--- src/rtl/imem_loader.sv ---
// imem_loader: assembles a little-endian byte stream into 32-bit instruction
// words, writes them into instruction memory, and holds the processor in
// reset until the whole program has been loaded.
//
// Ports
//   clk          single clock, rising-edge active
//   reset        asynchronous active-low reset
//   s_valid      upstream byte valid
//   s_data       program byte (byte 0 of a word lands in bits [7:0])
//   s_last       final program byte, qualified by s_valid
//   s_ready      loader accepts a byte this cycle
//   mem_we       one-cycle instruction-memory write strobe
//   mem_addr     word address of the write (holds between writes)
//   mem_wdata    assembled word (holds between writes)
//   cpu_reset    active-high reset into the processor
//   done         program loaded, processor released
//   err_overflow program did not fit in DEPTH_WORDS (terminal)
//   word_count   number of words written so far (saturates at DEPTH_WORDS)
module imem_loader #(
  parameter int unsigned DEPTH_WORDS = 64,
  parameter int unsigned ADDR_W      = 6
) (
  input  logic              clk,
  input  logic              reset,
  input  logic              s_valid,
  input  logic [7:0]        s_data,
  input  logic              s_last,
  output logic              s_ready,
  output logic              mem_we,
  output logic [ADDR_W-1:0] mem_addr,
  output logic [31:0]       mem_wdata,
  output logic              cpu_reset,
  output logic              done,
  output logic              err_overflow,
  output logic [ADDR_W:0]   word_count
);

  if (DEPTH_WORDS == 0 || DEPTH_WORDS > (1 << ADDR_W)) begin : g_bad_depth
    $error("imem_loader: DEPTH_WORDS must be in 1..2**ADDR_W");
  end

  typedef enum logic [1:0] {
    LOAD  = 2'd0,
    WRITE = 2'd1,
    DONE  = 2'd2,
    ERROR = 2'd3
  } state_t;

  localparam logic [ADDR_W-1:0] LAST_ADDR = ADDR_W'(DEPTH_WORDS - 1);
  localparam logic [ADDR_W:0]   MAX_COUNT = (ADDR_W + 1)'(DEPTH_WORDS);

  state_t            state;
  logic [31:0]       byte_buf;   // bytes received so far; unreceived bytes stay 0
  logic [1:0]        byte_idx;
  logic              last_seen;  // word being written carried s_last
  logic [ADDR_W-1:0] wr_addr;    // address of the word currently being assembled
  logic [31:0]       asm_word;
  logic              accept;

  // Outputs decode the registered state only; the async reset forces LOAD,
  // so cpu_reset/done/mem_we react to reset without a clock edge.
  assign s_ready      = reset && (state == LOAD);
  assign mem_we       = (state == WRITE);
  assign cpu_reset    = (state != DONE);
  assign done         = (state == DONE);
  assign err_overflow = (state == ERROR);

  assign accept = s_valid && s_ready;

  // Buffer with the incoming byte merged into its lane.
  always_comb begin
    asm_word = byte_buf;
    asm_word[{byte_idx, 3'b000} +: 8] = s_data;
  end

  // mem_addr/mem_wdata are loaded only when a word completes, separately from
  // the assembly buffer and running address, so they hold steady between
  // writes while the next word is being built.
  always_ff @(posedge clk or negedge reset) begin
    if (!reset) begin
      state      <= LOAD;
      byte_buf   <= '0;
      byte_idx   <= '0;
      last_seen  <= 1'b0;
      wr_addr    <= '0;
      mem_addr   <= '0;
      mem_wdata  <= '0;
      word_count <= '0;
    end else begin
      case (state)
        LOAD: begin
          if (accept) begin
            if (byte_idx == 2'd3 || s_last) begin
              state     <= WRITE;
              mem_wdata <= asm_word;
              mem_addr  <= wr_addr;
              last_seen <= s_last;
              byte_buf  <= '0;
              byte_idx  <= '0;
            end else begin
              byte_buf <= asm_word;
              byte_idx <= byte_idx + 2'd1;
            end
          end
        end
        WRITE: begin
          if (word_count != MAX_COUNT) begin
            word_count <= word_count + (ADDR_W + 1)'(1);
          end
          if (last_seen) begin
            state <= DONE;
          end else if (wr_addr == LAST_ADDR) begin
            state <= ERROR;
          end else begin
            state   <= LOAD;
            wr_addr <= wr_addr + ADDR_W'(1);
          end
        end
        default: begin
          // DONE and ERROR are terminal until reset.
        end
      endcase
    end
  end

endmodule

--- config.mk ---
export PLATFORM = sky130hd
export DESIGN_NAME = imem_loader
export DESIGN_NICKNAME = d
export VERILOG_FILES = /design/src/rtl/imem_loader.sv
export SDC_FILE = /design/constraint.sdc
export NUM_CORES = 1
export LEC_CHECK = 0
export CORE_ASPECT_RATIO = 0.9
export CORE_MARGIN = 5
export CORE_UTILIZATION = 53
export CTS_CLUSTER_DIAMETER = 120
export DETAILED_ROUTE_END_ITERATION = 8
export PLACE_DENSITY = 0.86
export SETUP_SLACK_MARGIN = 0.1
export SYNTH_ARGS = -nofsm -noshare
export SYNTH_HDL_FRONTEND = slang
export SYNTH_SLANG_ARGS = --single-unit
--- constraint.sdc ---
create_clock -name clk -period 2.6 [get_ports clk]
set_clock_uncertainty 0.05 [all_clocks]
set_input_delay 0.26 -clock clk [delete_from_list [all_inputs] [get_ports clk]]
set_output_delay 0.26 -clock clk [all_outputs]
set_load 0.005 [all_outputs]
Word level (Yosys, flattened, before mapping)
Index checks and enable logic that the tools add are counted.
{"block": "op_classes", "addsub": 4, "n_eq_ne": 9, "shifts": 2, "n_mux": 8, "n_bitwise": 2, "reduce_logical": 10}
{"op": "$bwmux W32", "n": 1}
{"op": "$mux W32", "n": 1}
{"op": "$shift A8 B7 Y32 const A", "n": 1}
{"op": "$shiftx A8 B7 Y32", "n": 1}
{"op": "$mux W2", "n": 5}
{"op": "$reduce_and A3 Y1", "n": 3}
{"op": "$add A7 B1 Y7 const B", "n": 1}
{"op": "$ne A7 B7 Y1 const B", "n": 1}
{"op": "$neg A5 Y7", "n": 1}
{"op": "$add A6 B1 Y6 const B", "n": 1}
{"op": "$eq A2 B2 Y1 const B", "n": 3}
{"op": "$eq A6 B6 Y1 const B", "n": 1}
{"op": "$ne A2 B2 Y1 const B", "n": 2}
{"op": "$pmux W2 S2", "n": 1}
{"op": "$reduce_and A2 Y1", "n": 2}
{"op": "$add A2 B1 Y2 const B", "n": 1}
{"op": "$eq A2 B1 Y1 const B", "n": 1}
{"op": "$logic_and A1 B1 Y1", "n": 2}
{"op": "$logic_not A2 Y1", "n": 1}
{"op": "$ne A2 B1 Y1 const B", "n": 1}
{"op": "$not A1 Y1", "n": 2}
{"op": "$reduce_bool A2 Y1", "n": 1}
{"op": "$logic_or A1 B1 Y1", "n": 1}
{"block": "word_totals", "ff_bits": 88, "input_bits": 12, "out_inout_bits": 50, "wordCells": 43}

Logic depth before layout (Yosys ltp)
{"block": "depth", "ltp_word": 5, "depth_mapped": 8, "ltp_nobuf": 6}

Least setup slack after synthesis
No wires, ideal clock.
{"block": "synth_path", "path_kind": "flip-flop to flip-flop", "startpoint": "register byte_idx[0]", "endpoint": "register byte_buf[16]", "setup_ns": 0.066, "t_arrival_ns": 1.897, "required_ns": 2.484, "path_slack_ns": 0.587, "path_stages_with_launch": 8, "n_path_buf": 1, "period_less_slack_ns": 2.013, "cell_sequence": "dfrtp_1 inv_4 ha_1 nand2b_1 nor4_4 nor2b_1 buf_2 a22o_1"}
{"block": "synth_between", "elab_chain_cells": 4, "word_cells_on_any_way": 7, "classes_between": "1 x add/sub; 1 x eq/ne; 2 x shift; 2 x mux; 1 x reduce/logical"}
{"element": "start: declaration", "line_no": "54", "text": "logic [1:0] byte_idx;"}
{"element": "start signal: assignment", "line_no": "102", "text": "byte_idx <= byte_idx + 2'd1;"}
{"element": "$neg A5 Y7", "line_no": "73", "text": "asm_word[{byte_idx, 3'b000} +: 8] = s_data;"}
{"element": "$shiftx A8 B7 Y32 or $shift A8 B7 Y32 (tied branches)", "line_no": "73"}
{"element": "$bwmux W32", "line_no": "73"}
{"element": "$mux W32 (*)", "line_no": "93", "text": "if (byte_idx == 2'd3 || s_last) begin"}
{"element": "end signal: assignment", "line_no": "101", "text": "byte_buf <= asm_word;"}
{"element": "end: declaration", "line_no": "53", "text": "logic [31:0] byte_buf;"}
Mark *: on every way between the ends. The rest lies on a longest branch, timed or not.
A chain may end at the register's enable or synchronous reset.

Worst setup path after layout
{"block": "layout_path", "startpoint": "register byte_idx[0]", "endpoint": "register byte_buf[4]"}
The elaborated chain is that of the path after synthesis.

==> implementation parameters <==
Parameter                              Value

Outcome
  Result of the run ... complete, no violations

Floorplan
  Overall die height ... roughly 91 um
  Total Die Area ... 0.00912 mm2
  Core Region ... ~0.0071 mm2
  Horizontal die dimension ... 100 um
  Io pins ... 62
  Row cnt ... 29
  Starting density of the core ... 54.7%

Finish
  Filler Cells Inserted ... between 500 and 600
  Share of post-route cells with drive strength above 1 ... ~8.4%
  Register Area ... 0.00220 mm2
  Final Net Count ... around 430
  Antenna diode count ... 0
  Total area of multi-input combinational cells ... 0.00148 mm2
  Layout overhead on the synthesized area ... 21.5%

Hold path
  Type of the tightest min-delay check ... primary input to asynchronous set/reset pin

Timing
  Hold WS ... 0.242 ns
  Timing-limited maximum frequency ... about 0.43 GHz
  Count of final setup violators ... 0
  Time the worst path needs with I/O delays and setup ... about 2.3 ns
  Worst slew margin relative to its limit ... 41.0%
  Final setup slack of the worst path ... approximately 0.26 ns
  Sum Neg Setup Slack ... 0 ns
  Setup repair after global routing missed its margin ... no
  Slew at the pin closest to its max-slew limit ... 0.885 ns
  Final Hold Violating Endpoints ... 0
  Number of slew-limit violations in the final report ... 0
  Final cycle utilization of the critical path ... about nine tenths

Job
  Max capacitance violation total ... 0

Global routing
  Largest net degree at the start of global routing ... 75
  Number of antenna violations at the first check in global routing ... 0
  Vias in the first global route ... 2,902
  Routing usage on met1 ... between 20 and 30%
  Met3 layer usage reported by global route ... under 10%
  Global route total overflow ... 0
  First-pass GRT wire length ... 14.0 mm
  GR met2 Demand/Resource ... between 20% and 30%
  Total global-route track usage ... approximately a fifth
  Peak-usage layer in the global routing report ... met2

Pwr
  Max rail drop VDD ... 0.000439 V
  Int Power ... approximately 3000 uW
  Total power density per cell area ... ~940 mW/mm2
  Logic pwr share ... 35.3%
  Switching Share ... 32.8%
  Clock network fraction of total power ... roughly a fifth
  Switching power of the nets ... approximately 1500 uW
  Leak pwr ... between 0.002 and 0.0025 uW
  Register share of total power ... about 45%

Worst setup path
  Worst path top cell family by delay ... simple AND/OR/NAND/NOR gates
  Buffering stage count on the worst path with inverters included ... 2
  Critical path start-end classification ... register to register
  Critical path data arrival time ... about 2.6 ns
  Crit-path max cell delay ... approximately 0.5 ns
  Type of destination of the critical path ... register
  Startpoint types ... register
  Cells along the critical path ... inv_4 -> ha_1 -> inv_2 -> nor4b_4 -> and3_1 -> a22o_1
  Required time of the critical path ... 2.84 ns
  Highest net fanout along the worst path ... 9
  Library cell contributing the largest single delay on the critical path ... sky130_fd_sc_hd__dfrtp_1

Synth
  Cell area after synthesis ... about 0.0039 mm2
  Post-synth EDFFs ... 0
  YS warnings ... 0
  Sequential-to-total area share from yosys stat ... approximately 57%
  Synth Instances ... approximately 350
  Post-synthesis async set-or-reset flop share ... 100%
  Register bit total from synthesis ... just under 90
  Number of nets produced by synthesis ... ~370
  Prevailing post-synth register cell ... sky130_fd_sc_hd__dfrtp_1
  Average cell area after synthesis ... roughly 11 um2
  Number of different library cells in the post-synthesis netlist ... 41

CTS
  CTS Buffer Depth ... 2
  Clock tree root buffer cell ... sky130_fd_sc_hd__clkbuf_8
  CTS tree ... built
  Clock slew at reported path FFs ... 0.09 ns
  Number of sinks on the clock net ... 88
  Inserted Clock Buffers ... 9
  Post-CTS Resized ... 0
  Max H-tree Level ... 3
  Clock network latency to the later pin of the worst-skew pair ... roughly 0.35 ns

Placement
  Input/output buffers ... ~60
  Placer congestion estimate ... just over 0.9
  Worst-case setup slack after placement ... 0.316 ns
  Detailed Place HPWL ... around 6 mm

Routing
  Antenna-violating nets left ... 0
  DRC violation total after the first TritonRoute iteration ... about 230
  Detailed Route WL ... 8.31 mm
  Detailed-route wire length per cell ... 16.4 um
  Vias after detailed routing ... ~2,900
  First-pass iteration count of the detailed router ... 4
  Post-detailed-route via-to-cell ratio ... roughly 5.7
  Post-route DRC ... 0
==> through the flow <==
step	cells	util (%)	power, uW	instance area, um2
detailed placement	491	63.8	3610	4510
global placement	491	63.8	3550	4510
CTS	508	66.5	4470	4700
floorplan	351	-	2760	3870
finish	508	66.5	4420	4700
global route	508	66.5	4720	4700
==> what timing repair did <==
item | 4_1_cts | 5_1_grt
setup buffers | 0 | 0
hold buffers | 1 | 0
hold endpoints to repair | 14 | 0
==> state kept, by name, summed over array words and instances (netlist names) <==
signal and cells:
byte_buf 32, mem_wdata 32, word_count 7, mem_addr 6
wr_addr 6, byte_idx 2, state 2, last_seen 1
==> cell usage in the layout (no fill, tap or decap), types with 2 or more instances in the layout <==
| master | n |
|---|---|
| sky130_fd_sc_hd__o21ai_0 | 5 |
| sky130_fd_sc_hd__clkinv_4 | 2 |
| sky130_fd_sc_hd__a22o_1 | 32 |
| sky130_fd_sc_hd__o21ai_1 | 4 |
| sky130_fd_sc_hd__inv_1 | 7 |
| sky130_fd_sc_hd__clkbuf_8 | 9 |
| sky130_fd_sc_hd__xor2_1 | 4 |
| sky130_fd_sc_hd__a21oi_1 | 3 |
| sky130_fd_sc_hd__nor2b_1 | 6 |
| sky130_fd_sc_hd__clkinv_1 | 2 |
| sky130_fd_sc_hd__inv_6 | 2 |
| sky130_fd_sc_hd__nor3_1 | 2 |
| sky130_fd_sc_hd__a221oi_1 | 32 |
| sky130_fd_sc_hd__and2_1 | 2 |
| sky130_fd_sc_hd__nand2_1 | 27 |
| sky130_fd_sc_hd__nand3_1 | 7 |
| sky130_fd_sc_hd__and3_1 | 2 |
| sky130_fd_sc_hd__clkdlybuf4s50_1 | 60 |
| sky130_fd_sc_hd__xnor2_1 | 3 |
| sky130_fd_sc_hd__nor2_1 | 72 |
| sky130_fd_sc_hd__clkinvlp_4 | 2 |
| sky130_fd_sc_hd__nor4_4 | 2 |
| sky130_fd_sc_hd__buf_4 | 9 |
| sky130_fd_sc_hd__dfrtp_1 | 88 |
| sky130_fd_sc_hd__nand2b_1 | 4 |
| sky130_fd_sc_hd__nor4bb_1 | 2 |
| sky130_fd_sc_hd__ha_1 | 9 |
==> layout make-up <==
| cell class | instances | share of cell area [%] |
|---|---|---|
| Clock inverter | 7 | 1.17 |
| Timing Repair Buffer | 70 | 14.4 |
| Clock buffer | 9 | 2.63 |
| Sequential cell | 88 | 46.8 |
| Inverter | 11 | 0.931 |
| Multi-Input combinational cell | 230 | 31.6 |
| Tap cell | 93 | 2.47 |
==> Yosys cell counts, types with 2 or more instances <==
library cell	n	share of area (%)
sky130_fd_sc_hd__nor4_4	2	1.1
sky130_fd_sc_hd__nand3_1	7	0.90
sky130_fd_sc_hd__xnor2_1	3	0.68
sky130_fd_sc_hd__buf_4	2	0.39
sky130_fd_sc_hd__and2_1	2	0.32
sky130_fd_sc_hd__buf_2	7	0.90
sky130_fd_sc_hd__and3_1	2	0.32
sky130_fd_sc_hd__xor2_1	4	0.90
sky130_fd_sc_hd__ha_1	9	2.9
sky130_fd_sc_hd__nand2_1	27	2.6
sky130_fd_sc_hd__nor4bb_1	2	0.52
sky130_fd_sc_hd__nor2b_1	6	0.97
sky130_fd_sc_hd__nand2b_1	4	0.65
sky130_fd_sc_hd__a221oi_1	32	7.2
sky130_fd_sc_hd__nor2_1	72	7.0
sky130_fd_sc_hd__nor3_1	2	0.26
sky130_fd_sc_hd__o21ai_1	4	0.52
sky130_fd_sc_hd__a22o_1	32	7.2
sky130_fd_sc_hd__inv_1	7	0.68
sky130_fd_sc_hd__o21ai_0	5	0.65
sky130_fd_sc_hd__a21oi_1	3	0.39
sky130_fd_sc_hd__dfrtp_1	88	57
sky130_fd_sc_hd__clkbuf_4	7	1.4
sky130_fd_sc_hd__clkinv_1	2	0.19
sky130_fd_sc_hd__clkbuf_1	3	0.29
sky130_fd_sc_hd__buf_6	2	0.58
==> routing by layer <==
metal  wire, um  vias to the layer above  part of all wire (%)
li1           -                     1370                     -
met1       3720                     1436                    45
met2       3860                       89                    46
met3        527                       19                   6.3
met4        199                        0                   2.4
met5          0                        -                     0
==> power by group through the flow <==
stage          Combinational [uW]  Sequential (uW)  Clock (uW)
3_3_place_gp                 1520             2030           0
6_report                     1560             2010         856
4_1_cts                      1580             2010         874
5_1_grt                      1720             2070         933
3_5_place_dp                 1570             2040           0
2_1_floorplan                 727             2030           0
==> kinds of logic after synthesis <==
group                    Yosys count  share of synthesized area [%]
AND/OR/NAND/NOR                  132                           16.4
flip-flops                        88                           56.9
AO/OA/AOI/OAI                     80                           16.9
buffers and inverters             33                           4.78
adder cells (fa/ha/maj)            9                           2.91
XOR/XNOR                           7                           1.58
multiplexers                       2                          0.549
==> worst register-to-register path, stage by stage, from the launching register on <==
cell and delay (ns):
sky130_fd_sc_hd__dfrtp_1 0.51, sky130_fd_sc_hd__inv_4 0.16, sky130_fd_sc_hd__ha_1 0.31, sky130_fd_sc_hd__inv_2 0.15, sky130_fd_sc_hd__nor4b_4 0.51, sky130_fd_sc_hd__and3_1 0.40
sky130_fd_sc_hd__a22o_1 0.18
==> path summary, 6_finish.rpt <==
check                             from       endpoint  slack [ns]  cells past startpoint
min                              reset      last_seen        0.24                      2
min in group clk           mem_addr[3]    mem_addr[3]        0.43                      2
max reg2reg                byte_idx[0]    byte_buf[4]        0.26                      6
min reg2reg                mem_addr[3]    mem_addr[3]        0.43                      2
max in group asynchronous        reset  mem_wdata[13]        1.10                      3
max                        byte_idx[0]    byte_buf[4]        0.26                      6
Note: power is estimated with default switching activity, not from simulation.
